$ cat src/rtl/game_pkg.sv
// Shared game-logic definitions: FSM encoding, LFSR geometry and spawn-field constants.
package game_pkg;

    localparam int unsigned LFSR_W   = 16;
    localparam int unsigned CNT_W    = 16;
    localparam int unsigned COORD_W  = 10;
    localparam int unsigned TYPE_W   = 2;

    // Fibonacci taps for x^16+x^14+x^13+x^11+1 in a right-shifting register: bits 0,2,3,5
    localparam logic [LFSR_W-1:0] LFSR_TAPS = 16'h002D;

    localparam int unsigned X_ORIGIN = 64;
    localparam int unsigned Y_ORIGIN = 48;
    localparam int unsigned X_SPAN_W = 9;
    localparam int unsigned Y_SPAN_W = 8;

    typedef logic [1:0] state_t;
    localparam state_t ST_IDLE   = 2'd0;
    localparam state_t ST_WAIT   = 2'd1;
    localparam state_t ST_ACTIVE = 2'd2;

    // X spans 64..575 and Y spans 48..303, both inside 10 bits
    function automatic logic [COORD_W-1:0] spawn_x(input logic [LFSR_W-1:0] v);
        return COORD_W'(X_ORIGIN) + COORD_W'(v[X_SPAN_W-1:0]);
    endfunction

    function automatic logic [COORD_W-1:0] spawn_y(input logic [LFSR_W-1:0] v);
        return COORD_W'(Y_ORIGIN) + COORD_W'(v[LFSR_W-1 -: Y_SPAN_W]);
    endfunction

endpackage

$ cat src/rtl/powerup_spawner_lfsr16.sv
// 16-bit Fibonacci LFSR, free-running whenever not in reset; shared with enemy spawn logic.
module lfsr16
    import game_pkg::*;
(
    input  logic              frame_clk,
    input  logic              Reset,
    input  logic [LFSR_W-1:0] seed,
    output logic [LFSR_W-1:0] q
);

    logic feedback;

    assign feedback = ^(q & LFSR_TAPS);

    always_ff @(posedge frame_clk) begin
        if (Reset) begin
            q <= seed;
        end else begin
            q <= {feedback, q[LFSR_W-1:1]};
        end
    end

endmodule

$ cat src/rtl/powerup_spawner.sv
// Periodically spawns a random powerup, keeps it on screen for a bounded time, and acknowledges pickups.
module powerup_spawner
    import game_pkg::*;
#(
    parameter int unsigned     SPAWN_INTERVAL = 600,
    parameter int unsigned     ONSCREEN_TIME  = 300,
    parameter logic [15:0]     LFSR_SEED      = 16'hACE1
) (
    input  logic               frame_clk,
    input  logic               Reset,
    input  logic               enable,
    input  logic               picked_up,
    output logic               generate_powerup,
    output logic [TYPE_W-1:0]  LFSR_powerup_type,
    output logic [COORD_W-1:0] powerup_x,
    output logic [COORD_W-1:0] powerup_y,
    output logic               powerup_visible,
    output logic               pickup_ack
);

    localparam logic [CNT_W-1:0] WAIT_LAST = CNT_W'(SPAWN_INTERVAL - 1);
    localparam logic [CNT_W-1:0] ACT_LAST  = CNT_W'(ONSCREEN_TIME - 1);

    logic [LFSR_W-1:0]  lfsr;
    state_t             state, state_nxt;
    logic [CNT_W-1:0]   wait_cnt, wait_cnt_nxt;
    logic [CNT_W-1:0]   act_cnt, act_cnt_nxt;
    logic               gen_nxt, ack_nxt, vis_nxt;
    logic [TYPE_W-1:0]  type_nxt;
    logic [COORD_W-1:0] x_nxt, y_nxt;

    lfsr16 u_lfsr (
        .frame_clk (frame_clk),
        .Reset     (Reset),
        .seed      (LFSR_SEED),
        .q         (lfsr)
    );

    // Next-state and next-output logic; disable overrides everything and keeps the last spawn data
    always_comb begin
        state_nxt    = state;
        wait_cnt_nxt = wait_cnt;
        act_cnt_nxt  = act_cnt;
        gen_nxt      = 1'b0;
        ack_nxt      = 1'b0;
        vis_nxt      = powerup_visible;
        type_nxt     = LFSR_powerup_type;
        x_nxt        = powerup_x;
        y_nxt        = powerup_y;

        if (!enable) begin
            state_nxt    = ST_IDLE;
            wait_cnt_nxt = '0;
            act_cnt_nxt  = '0;
            vis_nxt      = 1'b0;
        end else begin
            case (state)
                ST_IDLE: begin
                    state_nxt    = ST_WAIT;
                    wait_cnt_nxt = '0;
                end
                ST_WAIT: begin
                    wait_cnt_nxt = wait_cnt + CNT_W'(1);
                    if (wait_cnt == WAIT_LAST) begin
                        state_nxt    = ST_ACTIVE;
                        wait_cnt_nxt = '0;
                        act_cnt_nxt  = '0;
                        gen_nxt      = 1'b1;
                        vis_nxt      = 1'b1;
                        type_nxt     = lfsr[TYPE_W-1:0];
                        x_nxt        = spawn_x(lfsr);
                        y_nxt        = spawn_y(lfsr);
                    end
                end
                ST_ACTIVE: begin
                    act_cnt_nxt = act_cnt + CNT_W'(1);
                    // A pickup on the timeout edge still counts as a pickup
                    if (picked_up) begin
                        ack_nxt      = 1'b1;
                        vis_nxt      = 1'b0;
                        state_nxt    = ST_WAIT;
                        wait_cnt_nxt = '0;
                        act_cnt_nxt  = '0;
                    end else if (act_cnt == ACT_LAST) begin
                        vis_nxt      = 1'b0;
                        state_nxt    = ST_WAIT;
                        wait_cnt_nxt = '0;
                        act_cnt_nxt  = '0;
                    end
                end
                default: begin
                    state_nxt    = ST_IDLE;
                    wait_cnt_nxt = '0;
                    act_cnt_nxt  = '0;
                    vis_nxt      = 1'b0;
                end
            endcase
        end
    end

    always_ff @(posedge frame_clk) begin
        if (Reset) begin
            state             <= ST_IDLE;
            wait_cnt          <= '0;
            act_cnt           <= '0;
            generate_powerup  <= 1'b0;
            pickup_ack        <= 1'b0;
            powerup_visible   <= 1'b0;
            LFSR_powerup_type <= '0;
            powerup_x         <= '0;
            powerup_y         <= '0;
        end else begin
            state             <= state_nxt;
            wait_cnt          <= wait_cnt_nxt;
            act_cnt           <= act_cnt_nxt;
            generate_powerup  <= gen_nxt;
            pickup_ack        <= ack_nxt;
            powerup_visible   <= vis_nxt;
            LFSR_powerup_type <= type_nxt;
            powerup_x         <= x_nxt;
            powerup_y         <= y_nxt;
        end
    end

endmodule

$ cat config.mk
export PLATFORM = sky130hd
export DESIGN_NAME = powerup_spawner
export DESIGN_NICKNAME = d
export VERILOG_FILES = /design/src/rtl/game_pkg.sv /design/src/rtl/powerup_spawner_lfsr16.sv /design/src/rtl/powerup_spawner.sv
export SDC_FILE = /design/constraint.sdc
export NUM_CORES = 1
export LEC_CHECK = 0
export CORE_MARGIN = 1
export CORE_UTILIZATION = 45
export DETAILED_ROUTE_END_ITERATION = 6
export PLACE_DENSITY_LB_ADDON = 0.15
export SETUP_SLACK_MARGIN = 0.5
export SLEW_MARGIN = 20
export SYNTH_ARGS = -nofsm -noshare
export SYNTH_HDL_FRONTEND = slang
export SYNTH_SLANG_ARGS = --single-unit
$ cat constraint.sdc
create_clock -name frame_clk -period 4.8 [get_ports frame_clk]
set_clock_uncertainty 0.05 [all_clocks]
set_input_delay 0.72 -clock frame_clk [delete_from_list [all_inputs] [get_ports frame_clk]]
set_output_delay 0.72 -clock frame_clk [all_outputs]
set_load 0.01 [all_outputs]
# Word level (Yosys, flattened, before mapping)
# Cells that the tools add are included.
# W data, S select, Z words.
# totals
reg_bits,75
input_bits,4
output_inout_bits,25
word_cells,51
# op_classes
add_sub_neg,4
eq_ne,6
mux,18
bitwise_logic,4
reduce_logical,9
# op_table
operator,n
$mux W16,6
$pmux W16 S3,1
$add A16 B1 Y16 const B,2
$pmux W16 S2,1
$eq A16 B10 Y1 const B,1
$eq A16 B9 Y1 const B,1
$reduce_xor A16 Y1,1
$add A7 B9 Y10 const A,1
$add A6 B8 Y9 const A,1
$mux W2,3
$pmux W2 S3,1
$reduce_and A3 Y1,2
$reduce_or A3 Y1,2
$mux W1,5
$not A1 Y1,4
$reduce_and A2 Y1,2
$ne A3 B3 Y1 const B,1
$pmux W1 S3,1
$eq A2 B1 Y1 const B,1
$eq A2 B2 Y1 const B,1
$logic_not A2 Y1,1
$ne A2 B2 Y1 const B,1
$reduce_or A2 Y1,1

# Longest topological paths before layout
# Gate-level depths: netlist (run 1).
# logic_depth
ltp_word,4
mapped_depth,8
ltp_nobuf,6

# Modules after synthesis
# Synthesis (run 1) repeated with hierarchy kept, for this count alone.
# unflattened
hier_cells,326
area_unflattened_um2,3240.6
# by_module_without_submodules
module,instances,cells_per_inst,area_per_inst_um2,seq_area_each_um2
powerup_spawner,1,288,2655.0,1121.1
lfsr16,1,38,585.6,320.3

# Worst setup path before layout (run 1)
# Ideal clock, no wire load.
# synth_timing
path_kind,input to register
startpoint,input Reset
endpoint,register act_cnt[15]
t_arrival_ps,1822
t_required_ps,4676
path_slack_ps,2854
cell_stages,7
path_buffers,3
cell_sequence,buf_2 nand2b_1 clkbuf_1 a211oi_2 buf_2 a21oi_1 o21ai_0
# synth_via
elab_chain_len,1
# synth_rtl
item,line_no,rtl
from (decl),powerup_spawner.sv:10,"input logic Reset,"
$reduce_or A2 Y1 (no line),n/a,
to (signal assigned),powerup_spawner.sv:115,act_cnt <= act_cnt_nxt;
to (decl),powerup_spawner.sv:27,"logic [CNT_W-1:0] act_cnt, act_cnt_nxt;"
# Every way passes these cells.
# A chain may end at the register's enable or synchronous reset.

# Worst setup path in the final report (run 1)
# layout_timing
startpoint,input Reset
endpoint,register act_cnt[9]
# The elaborated chain is that of the path after synthesis.

==> results.py, run 1 <==
metrics = {
    "clock_network": {
        "clkSinkCount": 72,
        "cts.path.max_buffers": 2,
        "cts.htree.levels": 3,
        "cts_setup_buffers": 0,
        "numCtsBuffers": 9,
        "root_buffer": "clkbuf_8",
        "cts_tree": "done",
        "clkTransAtPathRegs_ns": 0.08,
        "clk_latency_ns": 0.34,
        "cts_hold_buf": 0,
        "cts.repair.resized": 0,
    },
    "job": {
        "drv_cap": 0,
    },
    "setup_path": {
        "path_common_cell": "o21ai_0",
        "path_delay_family": "compound AO/OA/AOI/OAI gates",
        "cp_slowest_cell": "a211oi_2",
        "critPathMaxStageDelay_ns": 0.87,
        "cp_num_buf_inv": 1,
        "critPathArrivalTime_ns": 3.19,
        "timing.rr.start": "act_cnt[0]$_SDFFE_PP0P_",
        "reg2reg_depth": 6,
        "critPathRequiredTime_ns": 5.02,
        "ff2ff_setup_slack_ns": 2.34,
        "cp-end-kind": "flop",
        "crit_type": "input pin to flop",
        "critical_path.max_fanout": 19,
        "cp-start-kind": "input pin",
        "cp_cell_sequence": "clkdlybuf4s50_1 > nand2b_1 > a211oi_2 > o21ai_0 > o21ai_0",
        "timing.rr.end": "act_cnt[15]$_SDFFE_PP0P_",
    },
    "floorplanning": {
        "dieArea_sq_mm": 0.00738,
        "die_y_um": 85.9,
        "row_count": 30,
        "initial_utilization_pct": 46.6,
        "core-area_sq_mm": 0.00679,
        "die_w_um": 85.9,
        "ios": 29,
    },
    "min_path": {
        "hp-class": "flop to flop",
        "holdPathStages": 1,
        "min_to": "u_lfsr.q[0]$_SDFF_PP1_",
        "min_from": "u_lfsr.q[1]$_SDFF_PP0_",
    },
    "placed_design": {
        "placed_area_sq_mm": 0.00344,
        "hpwl_um": 4140,
        "io_buffers": 27,
        "gp_congestion": 0.785,
    },
    "grt": {
        "grtUsageTotal_pct": 18.8,
        "grt_pass1_wl_um": 11000,
        "first_global_vias": 2327,
        "antenna_found_initial": 0,
        "grt_max_degree": 26,
        "grt.overflow.total": 0,
    },
    "detailed_routing": {
        "wl_per_cell_um": 13.2,
        "wl_met2_um": 2790,
        "drcViolationCount": 0,
        "vias": 2484,
        "met3RoutedLength_um": 185,
        "top_layer": "met4",
        "detail_route.iter0.violations": 145,
        "routed_wl_um": 6190,
        "met1_length_um": 3140,
        "avgViaCountPerCell": 5.31,
        "dr.pass1.iters": 5,
        "postRouteAntennaNets": 0,
    },
    "run_status": {
        "status": "finished, final reports clean",
    },
    "yosys": {
        "synth_edf_count": 0,
        "syn-num-nets": 356,
        "synth.ff_latch_count": 72,
        "seq_area_frac_synth_pct": 45.5,
        "synth_cell_type_count": 51,
        "syn_inst": 348,
        "synth_top_flop_cell": "dfxtp_1",
        "avgSynthCellArea_sq_um": 9.10,
        "ys.warnings.count": 0,
        "async_flop_share_pct": 0,
        "synth_area_sq_mm": 0.00317,
    },
    "timing": {
        "finalSetupTns_ns": 0,
        "finalMaxSlewViolations": 0,
        "setup_viol": 0,
        "min_period_over_period_pct": 61.9,
        "period_needed_ns": 2.97,
        "worst_pin_slew_ns": 1.00,
        "maxSlewHeadroom_pct": 33.2,
        "finalHoldViolCount": 0,
        "max_freq_ghz": 0.337,
        "rsz0062_at_grt": "no",
    },
    "final_layout": {
        "drive_above_1_share_pct": 9.68,
        "fillCellCount": 654,
        "diodes": 0,
        "syn2layout_area_growth_pct": 14.8,
        "fin_area_sq_mm": 0.00364,
        "nNetsFinal": 375,
    },
    "pwr": {
        "max-vdd-ir-drop_v": 0.000184,
        "p_leak_uw": 0.00136,
        "p_total_uw": 1130,
        "power.density_mw_per_mm2": 312,
    },
}
==> cell families (layout without fill, tap and decap cells) <==
kind of cell | after synthesis | count (layout) | share of synthesized area, %
AND/OR/NAND/NOR | 147 | 147 | 26.6
flip-flops | 72 | 72 | 45.5
AO/OA/AOI/OAI | 68 | 68 | 13.2
buffers and inverters | 30 | 54 | 5.13
multiplexers | 18 | 18 | 5.69
XOR/XNOR | 8 | 8 | 2.21
adder cells (fa/ha/maj) | 4 | 4 | 1.58
other | 1 | 1 | 0.118
==> report_power, final <==
| group | internal (uW) | switching (uW) |
|---|---|---|
| clock | 242 | 234 |
| combinational | 19.2 | 23.8 |
| sequential | 607 | 7.33 |
| total | 868 | 266 |
==> flip-flops by register name (all words and copies together), names as in the netlist <==
name and cells:
act_cnt 16, u_lfsr.q 16, wait_cnt 16, powerup_x 9, powerup_y 9, state 2
LFSR_powerup_type 1, generate_powerup 1, pickup_ack 1, powerup_visible 1
==> cells in the final DEF (no fill, tap or decap), types with 6 or more instances in the layout <==
cell type        count
dfxtp_1             72
nor2_1              28
o21ai_0             27
clkdlybuf4s50_1     27
nand2_1             22
nand3_1             19
mux2i_1             18
a21oi_1             16
inv_1               10
nor2b_1             10
nor3_1               9
clkbuf_8             9
or2_2                8
nand3b_1             8
nor4_1               6
nand4_1              6
==> layer usage <==
metal  GRT usage, %  vias up
met4           7.88        0
li1               -     1276
met5              0        -
met2           27.5       40
met3           4.72        4
met1           26.2     1164
==> worst max path at each step <==
stage                      from                       end  slack [ns]  cells past startpoint
after floorplan           Reset  act_cnt[15]$_SDFFE_PP0P_        2.85                      7
after global placement    Reset  act_cnt[11]$_SDFFE_PP0P_        1.48                      6
after detailed placement  Reset   act_cnt[5]$_SDFFE_PP0P_        1.40                      6
after CTS                 Reset   act_cnt[5]$_SDFFE_PP0P_        1.77                      6
after global routing      Reset  act_cnt[15]$_SDFFE_PP0P_        1.45                      6
final                     Reset   act_cnt[9]$_SDFFE_PP0P_        1.83                      5
==> synthesized netlist by cell type (all sizes together) (9+ instances only) <==
| master | n | area, sq um |
|---|---|---|
| nor3 | 10 | 55.1 |
| nand3 | 20 | 113 |
| inv | 10 | 37.5 |
| mux2i | 18 | 180 |
| nor2b | 10 | 62.6 |
| nand2 | 22 | 82.6 |
| nor2 | 32 | 135 |
| dfxtp | 72 | 1440 |
| buf | 16 | 110 |
| o21ai | 27 | 135 |
| a21oi | 16 | 80.1 |
| or2 | 9 | 56.3 |
==> stage by stage <==
| step | hold WS (ns) | setup WS [ns] | cells | util [%] |
|---|---|---|---|---|
| 3_3_place_gp | 0.380 | 1.48 | 452 | 50.6 |
| 3_5_place_dp | 0.381 | 1.40 | 452 | 50.6 |
| 2_1_floorplan | 0.366 | 2.85 | 348 | - |
| 5_1_grt | 0.417 | 1.45 | 468 | 53.5 |
| 4_1_cts | 0.409 | 1.77 | 468 | 53.5 |
| 6_report | 0.404 | 1.83 | 468 | 53.5 |
==> cell type report <==
type,count,area [sq um],area share [%]
multi-input combinational,246,1560,43.0
clock buffer,10,128,3.51
tap,96,120,3.30
timing repair buffer,28,278,7.64
clock inverter,6,68.8,1.89
sequential,72,1440,39.6
inverter,10,37.5,1.03
Note: power is estimated with default switching activity, not from simulation.
==> run 2: changes to the inputs <==
==> constraint.sdc (replaced) <==
create_clock -name frame_clk -period 2.4 [get_ports frame_clk]
set_clock_uncertainty 0.05 [all_clocks]
set_input_delay 0.36 -clock frame_clk [delete_from_list [all_inputs] [get_ports frame_clk]]
set_output_delay 0.36 -clock frame_clk [all_outputs]
set_load 0.01 [all_outputs]
==> run 2 against run 1 <==
  * Sequential share of layout area fell by 3.1 points
  * Critical path depth rose by 1
  * Power rose by 110%
  * Design area rose by 9.4%
  * Utilization rose by 5.0 points
  * Largest cell class unchanged
  * Sequential power rose by 100%
  * Global-route usage rose by 1.4 points
  * Worst setup slack got worse by 1.3 ns
  * Count of clock-buffer cells in the layout did not move
==> results.py, run 2 (same netlist as run 1, synthesis figures left out) <==
metrics = {
    "run_status": {
        "status": "finished, final reports clean",
    },
    "setup_path": {
        "critical_path.max_fanout": 17,
        "critPathLaunch": "act_cnt[5]$_SDFFE_PP0P_",
        "timing.rr.start": "act_cnt[5]$_SDFFE_PP0P_",
        "cp-start-kind": "flop",
        "crit_type": "flop to flop",
        "critPathRequiredTime_ns": 2.59,
        "critPathArrivalTime_ns": 2.05,
        "cp-end-kind": "flop",
    },
    "detailed_routing": {
        "routed_wl_um": 6920,
        "vias": 2654,
        "dr.pass1.iters": 4,
        "avgViaCountPerCell": 5.43,
        "postRouteAntennaNets": 0,
        "wl_per_cell_um": 14.2,
        "detail_route.iter0.violations": 101,
        "drcViolationCount": 0,
    },
    "timing": {
        "finalMaxSlewViolations": 0,
        "min_period_over_period_pct": 77.5,
        "finalHoldViolCount": 0,
        "max_freq_ghz": 0.538,
        "setup_viol": 0,
        "rsz0062_at_grt": "yes",
        "period_needed_ns": 1.86,
        "finalSetupTns_ns": 0,
    },
    "clock_network": {
        "cts.path.max_buffers": 2,
        "numCtsBuffers": 9,
        "cts_tree": "done",
        "root_buffer": "clkbuf_8",
        "cts.htree.levels": 3,
        "clkSinkCount": 72,
        "clk_latency_ns": 0.34,
        "clkTransAtPathRegs_ns": 0.07,
    },
    "floorplanning": {
        "die_y_um": 85.9,
        "core-area_sq_mm": 0.00679,
        "ios": 29,
        "row_count": 30,
        "dieArea_sq_mm": 0.00738,
        "initial_utilization_pct": 46.6,
        "die_w_um": 85.9,
    },
    "min_path": {
        "min_from": "u_lfsr.q[1]$_SDFF_PP0_",
        "hp-class": "flop to flop",
    },
    "placed_design": {
        "io_buffers": 27,
        "gp_congestion": 0.878,
        "hpwl_um": 4270,
    },
    "pwr": {
        "p_leak_uw": 0.00153,
        "power.density_mw_per_mm2": 600,
        "p_total_uw": 2390,
        "max-vdd-ir-drop_v": 0.000374,
    },
    "grt": {
        "first_global_vias": 2409,
        "antenna_found_initial": 0,
        "grtUsageTotal_pct": 20.2,
        "grt.overflow.total": 0,
        "grt_pass1_wl_um": 11600,
        "grt_max_degree": 36,
    },
    "final_layout": {
        "mostFrequentLayoutCells": "dfxtp_1 (66), nor2_1 (27), clkdlybuf4s50_1 (27)",
        "layout_commonest_cell": "dfxtp_1",
        "nNetsFinal": 397,
        "diodes": 0,
        "reg_top3": "act_cnt x16, u_lfsr.q x16, wait_cnt x16",
        "syn2layout_area_growth_pct": 25.6,
        "drive_above_1_share_pct": 19.8,
    },
    "job": {
        "drv_cap": 0,
    },
}
## run 2: cell types whose count changed in the layout (fill, tap and decap cells not counted), moves of 3 or more
cell | before | now
buf_4 | 1 | 16
buf_6 | 0 | 3
clkinvlp_4 | 4 | 1
dfxtp_1 | 72 | 66
dfxtp_2 | 0 | 4
## run 2: report_power, final
part           switching (uW)  total, uW  internal [uW]
Sequential               14.7       1230           1210
Clock                     453       1060            608
Combinational            53.3        102           48.3
Total                     521       2390           1870
## run 2: final cells by class
cell class	instances	area [sq um]
Multi-Input combinational cell	248	1680
Clock inverter	5	81.3
Timing Repair Buffer	48	464
Fill cell	636	2820
Clock buffer	10	138
Tap cell	96	120
Sequential cell	72	1450
Inverter	10	37.5
## run 2: metal layers
metal | vias to the layer above | track usage [%] | share of wire (%)
met4 | 0 | 8.79 | 1.9
met5 | - | 0 | 0
met1 | 1267 | 27.6 | 50
met3 | 12 | 4.81 | 3.4
li1 | 1327 | - | -
met2 | 48 | 30.4 | 45
## run 2: worst max-delay path, cell delays in order, from the launching register on
cell	delay, ns
dfxtp_1	0.37
nor4bb_1	0.37
a41o_2	0.33
nor2_2	0.06
buf_4	0.19
a21o_1	0.17
a22o_1	0.21
## run 2: stage by stage
step / setup WS (ns) / area (sq um) / std cells / utilization (%) / hold WS, ns
6_report: 0.540 / 3980 / 489 / 58.6 / 0.397
5_1_grt: 0.462 / 3980 / 489 / 58.6 / 0.425
4_1_cts: 0.488 / 3780 / 479 / 55.6 / 0.400
3_5_place_dp: 0.187 / 3500 / 460 / 51.5 / 0.380
3_3_place_gp: 0.255 / 3500 / 460 / 51.5 / 0.381
2_1_floorplan: 0.621 / 3170 / 348 / - / 0.366
## run 2: what timing repair did
action,in CTS,in global routing
pin swaps,2,4
hold buffers,0,0
gates cloned,2,0
setup endpoints to repair,27,46
gates resized for setup,8,25
setup buffers,2,10
## run 2: final timing paths
path	cells past startpoint	slack [ns]	end
worst max register to register	6	0.54	wait_cnt[5]$_SDFFE_PP0P_
worst min-delay path	1	0.40	u_lfsr.q[0]$_SDFF_PP1_
worst max-delay path	6	0.54	wait_cnt[5]$_SDFFE_PP0P_
worst min register to register	1	0.40	u_lfsr.q[0]$_SDFF_PP1_
==> edit 1: new RTL, settings of run 2 <==
The package constant `X_SPAN_W` goes from 9 to 7.
--- a/src/rtl/game_pkg.sv
+++ b/src/rtl/game_pkg.sv
@@ -13,3 +13,3 @@
     localparam int unsigned Y_ORIGIN = 48;
-    localparam int unsigned X_SPAN_W = 9;
+    localparam int unsigned X_SPAN_W = 7;
     localparam int unsigned Y_SPAN_W = 8;
Formal check against the unedited RTL: same outputs for any inputs over 10 cycles, from zero or initial values and one cycle with Reset high; that may be too few to reach the edited logic, so the function may still have changed.
==> edit 1 against run 2 <==
First-iteration DRC count grew 70%; critical path depth grew 1; non-clock buffer count grew 2; combinational power shrank 29%; wire length shrank 9.2%; power shrank 7.1%; cell area shrank 3.0%; sequential cell count shrank 2; area after synthesis shrank 6.8%; setup slack lost 0.25 ns; clock power shrank 9.8%; maximum frequency shrank 12%; largest power group unchanged.
==> edit 1: results (changes against run 2) <==
[outcome]
status = completed

[layout]
multi_input_comb_area_sq_um = 1610  ; -4.3%
drive_gt1_frac = 0.281  ; +0.0821
fillers = 525  ; -17%
nNonClkInverters = 6  ; -4
layout.nets = 362  ; -8.8%
nNonClkBuffers = 50  ; +4.2%
final_util = 0.608  ; +0.0224
buf_share = 0.132  ; +0.0155
comb.multi_input.count = 218  ; -12%
nFlopsAndLatches = 70  ; -2.8%

[placement]
hpwl_microns = 3900  ; -8.6%
port_buffers = 25  ; -7.4%
dp_slack_ns = 0.265  ; +0.0786 ns
place_area_sq_um = 3310  ; -5.5%

[worst_setup_path]
r2r_cells = 7  ; +1
crit_fanout = 6  ; -11
reg2reg_slack_ns = 0.29  ; -0.25 ns
cp_data_arrival_time_ns = 2.29  ; +0.24 ns
cp_slowest_cell = or4_4
crit_path_start = wait_cnt[13]

[drt]
wl_microns = 6290  ; -9.2%
num_vias = 2353  ; -11%

[grt]
grt_usage = 0.183  ; -0.0187
grt_pass1_vias = 2178  ; -9.6%

## edit 1: cell count changes in the layout (fill, tap and decap cells not counted), sizes merged, moves of 8 or more
cell    delta
nand2     -11
nand3     -15
nand3b     -8
nor2      +13
nor3       -8
o21ai     -17
xnor2     +11
xor2       +8
## edit 1: cell families (layout without fill, tap and decap cells)
kind of cell	after synthesis	count (layout)	synth area share
and+or+nand+nor	124	124	0.231
adders and majority gates	3	3	0.0127
muxes	13	13	0.0440
AOI/OAI and AO/OA	48	48	0.109
other	1	3	0.00127
buffers and inverters	27	72	0.0474
xor gates and xnor gates	27	27	0.0800
DFF	70	70	0.474
## edit 1: where the power goes
| part | switching [mW] | internal, mW | leakage [nW] |
|---|---|---|---|
| registers | 0.0143 | 1.18 | 0.575 |
| logic | 0.0371 | 0.0354 | 0.618 |
| clock network | 0.468 | 0.487 | 0.0895 |
## edit 1: repair_timing
item,CTS,global route
endpoints found under the setup margin,51,50
hold buffers,0,0
gates resized for setup,29,34
buffers inserted,6,5
hold endpoints to repair,0,0
gates cloned,1,3
pin swaps,7,22
## edit 1: worst min path at each step
stage	endpoint	slack, ns	depth (start not counted)
global placement	u_lfsr.q[6]	0.34	1
floorplan	u_lfsr.q[6]	0.34	1
finish	u_lfsr.q[6]	0.38	1
detailed placement	u_lfsr.q[6]	0.37	1
CTS	u_lfsr.q[6]	0.39	1
global route	u_lfsr.q[6]	0.41	1
## edit 1: layer usage
layer  GRT usage  wire length [microns]  vias up
li1            -                      -     1178
met1       0.242                   2960     1103
met2       0.276                   2920       61
met3      0.0467                    280       11
met4      0.0972                    129        0
met5           0                      0        -
==> edit 2: new RTL, config.mk and constraints of run 2 <==
Without the edit above. Make the reset (`Reset`) asynchronous in one clocked block.
--- a/src/rtl/powerup_spawner.sv
+++ b/src/rtl/powerup_spawner.sv
@@ -100,3 +100,3 @@
 
-    always_ff @(posedge frame_clk) begin
+    always_ff @(posedge frame_clk or posedge Reset) begin
         if (Reset) begin
Function: same outputs for any inputs over 10 cycles, from zero or initial values and one cycle with Reset high; that may be too few to reach the edited logic, so the function may still have changed.
==> edit 2 against run 2 <==
Wire length increased by 18%; cell area up 10%; power decreased by 0.66%; non-clock buffer count grew 19; global-route usage grew 1.3 points; maximum frequency decreased by 0.37%; sequential cell count unchanged; area after synthesis up 8.8%; setup slack lost 0.0069 ns; clock power shrank 10%; utilization is 1.4 points higher; critical path depth is 1 lower; critical endpoint is now wait_cnt[15]; largest cell class is now flip-flops and latches.
==> edit 2: results (changes against run 2) <==
[placement]
dp_slack_ns = 0.142  ; -0.0447 ns
hpwl_microns = 5270  ; +23%
routabilityCongestion = 0.874  ; -0.44%

[grt]
met1_usage = 0.283  ; +0.00759
grt_start_max_net_pins = 35  ; -2.8%
grt_pass1_wl_microns = 13000  ; +13%
grt_pass1_vias = 2641  ; +9.6%
gr-usage-met2 = 0.350  ; +0.0453
use_met3 = 0.0702  ; +0.0221

[power_and_ir_drop]
leakage_nw = 1.75  ; +14%
p_switching_mw = 0.597  ; +14%
pwr-share-seq = 0.529  ; +0.016
ir_drop_v = 0.000436  ; +17%
p_clk_mw = 0.952  ; -10%

[logic_synthesis]
async_reset_ff_frac = 0.778  ; +0.778
yosys-top-cells-area = dfrtp_1, dfxtp_1, mux2_2
ys_types = 48  ; -5.9%
netlist_instances = 345  ; -0.86%
yosys-top-cells-count = dfrtp_1, inv_1, nand3_1, nand4_1, o21ai_0

[worst_setup_path]
slowest_delay_ns = 0.52  ; +0.15 ns
critPathTopFamily = simple AND/OR/NAND/NOR gates
crit_fanout = 4  ; -13
cp_data_arrival_time_ns = 2.10  ; +0.05 ns

[drt]
met3_wirelength_microns = 408  ; +71%
wl_met1_microns = 3660  ; +5.7%
drtPass1Iterations = 5  ; +1
routed-wl-met2_microns = 4030  ; +30%
drt-vias-per-instance = 5.73  ; +5.6%

[outcome]
status = completed

[layout]
drive_gt1_frac = 0.249  ; +0.0503
stdcell_count = 501  ; +2.5%

[clock_network]
post_cts_resized = 16  ; +8
post_cts_buffers = 9  ; +7

## edit 2: final cells by class
type	count	area, sq um
Sequential cell	72	1730
Clock buffer	12	166
Multi-Input combinational cell	227	1640
Timing Repair Buffer	67	614
Inverter	20	78.8
Clock inverter	4	35.0
Tap cell	99	124
Fill cell	616	2940
## edit 2: final timing paths
check	start	endpoint	slack, ns	depth (start not counted)
setup / recovery	wait_cnt[10]	wait_cnt[15]	0.53	5
hold / removal	u_lfsr.q[1]	u_lfsr.q[0]	0.40	1
setup reg to reg	wait_cnt[10]	wait_cnt[15]	0.53	5
hold reg to reg	u_lfsr.q[1]	u_lfsr.q[0]	0.40	1
max in group asynchronous	Reset	wait_cnt[12]	1.09	3
min in group asynchronous	Reset	powerup_y[0]	0.80	3
## edit 2: cells by family after synthesis
kind of cell,synth area share
buf+inv,0.0559
fa+ha+maj,0.0145
flops,0.499
other cells,0.00109
mux,0.0421
compound gates,0.125
xor+xnor,0.0254
simple gates,0.237
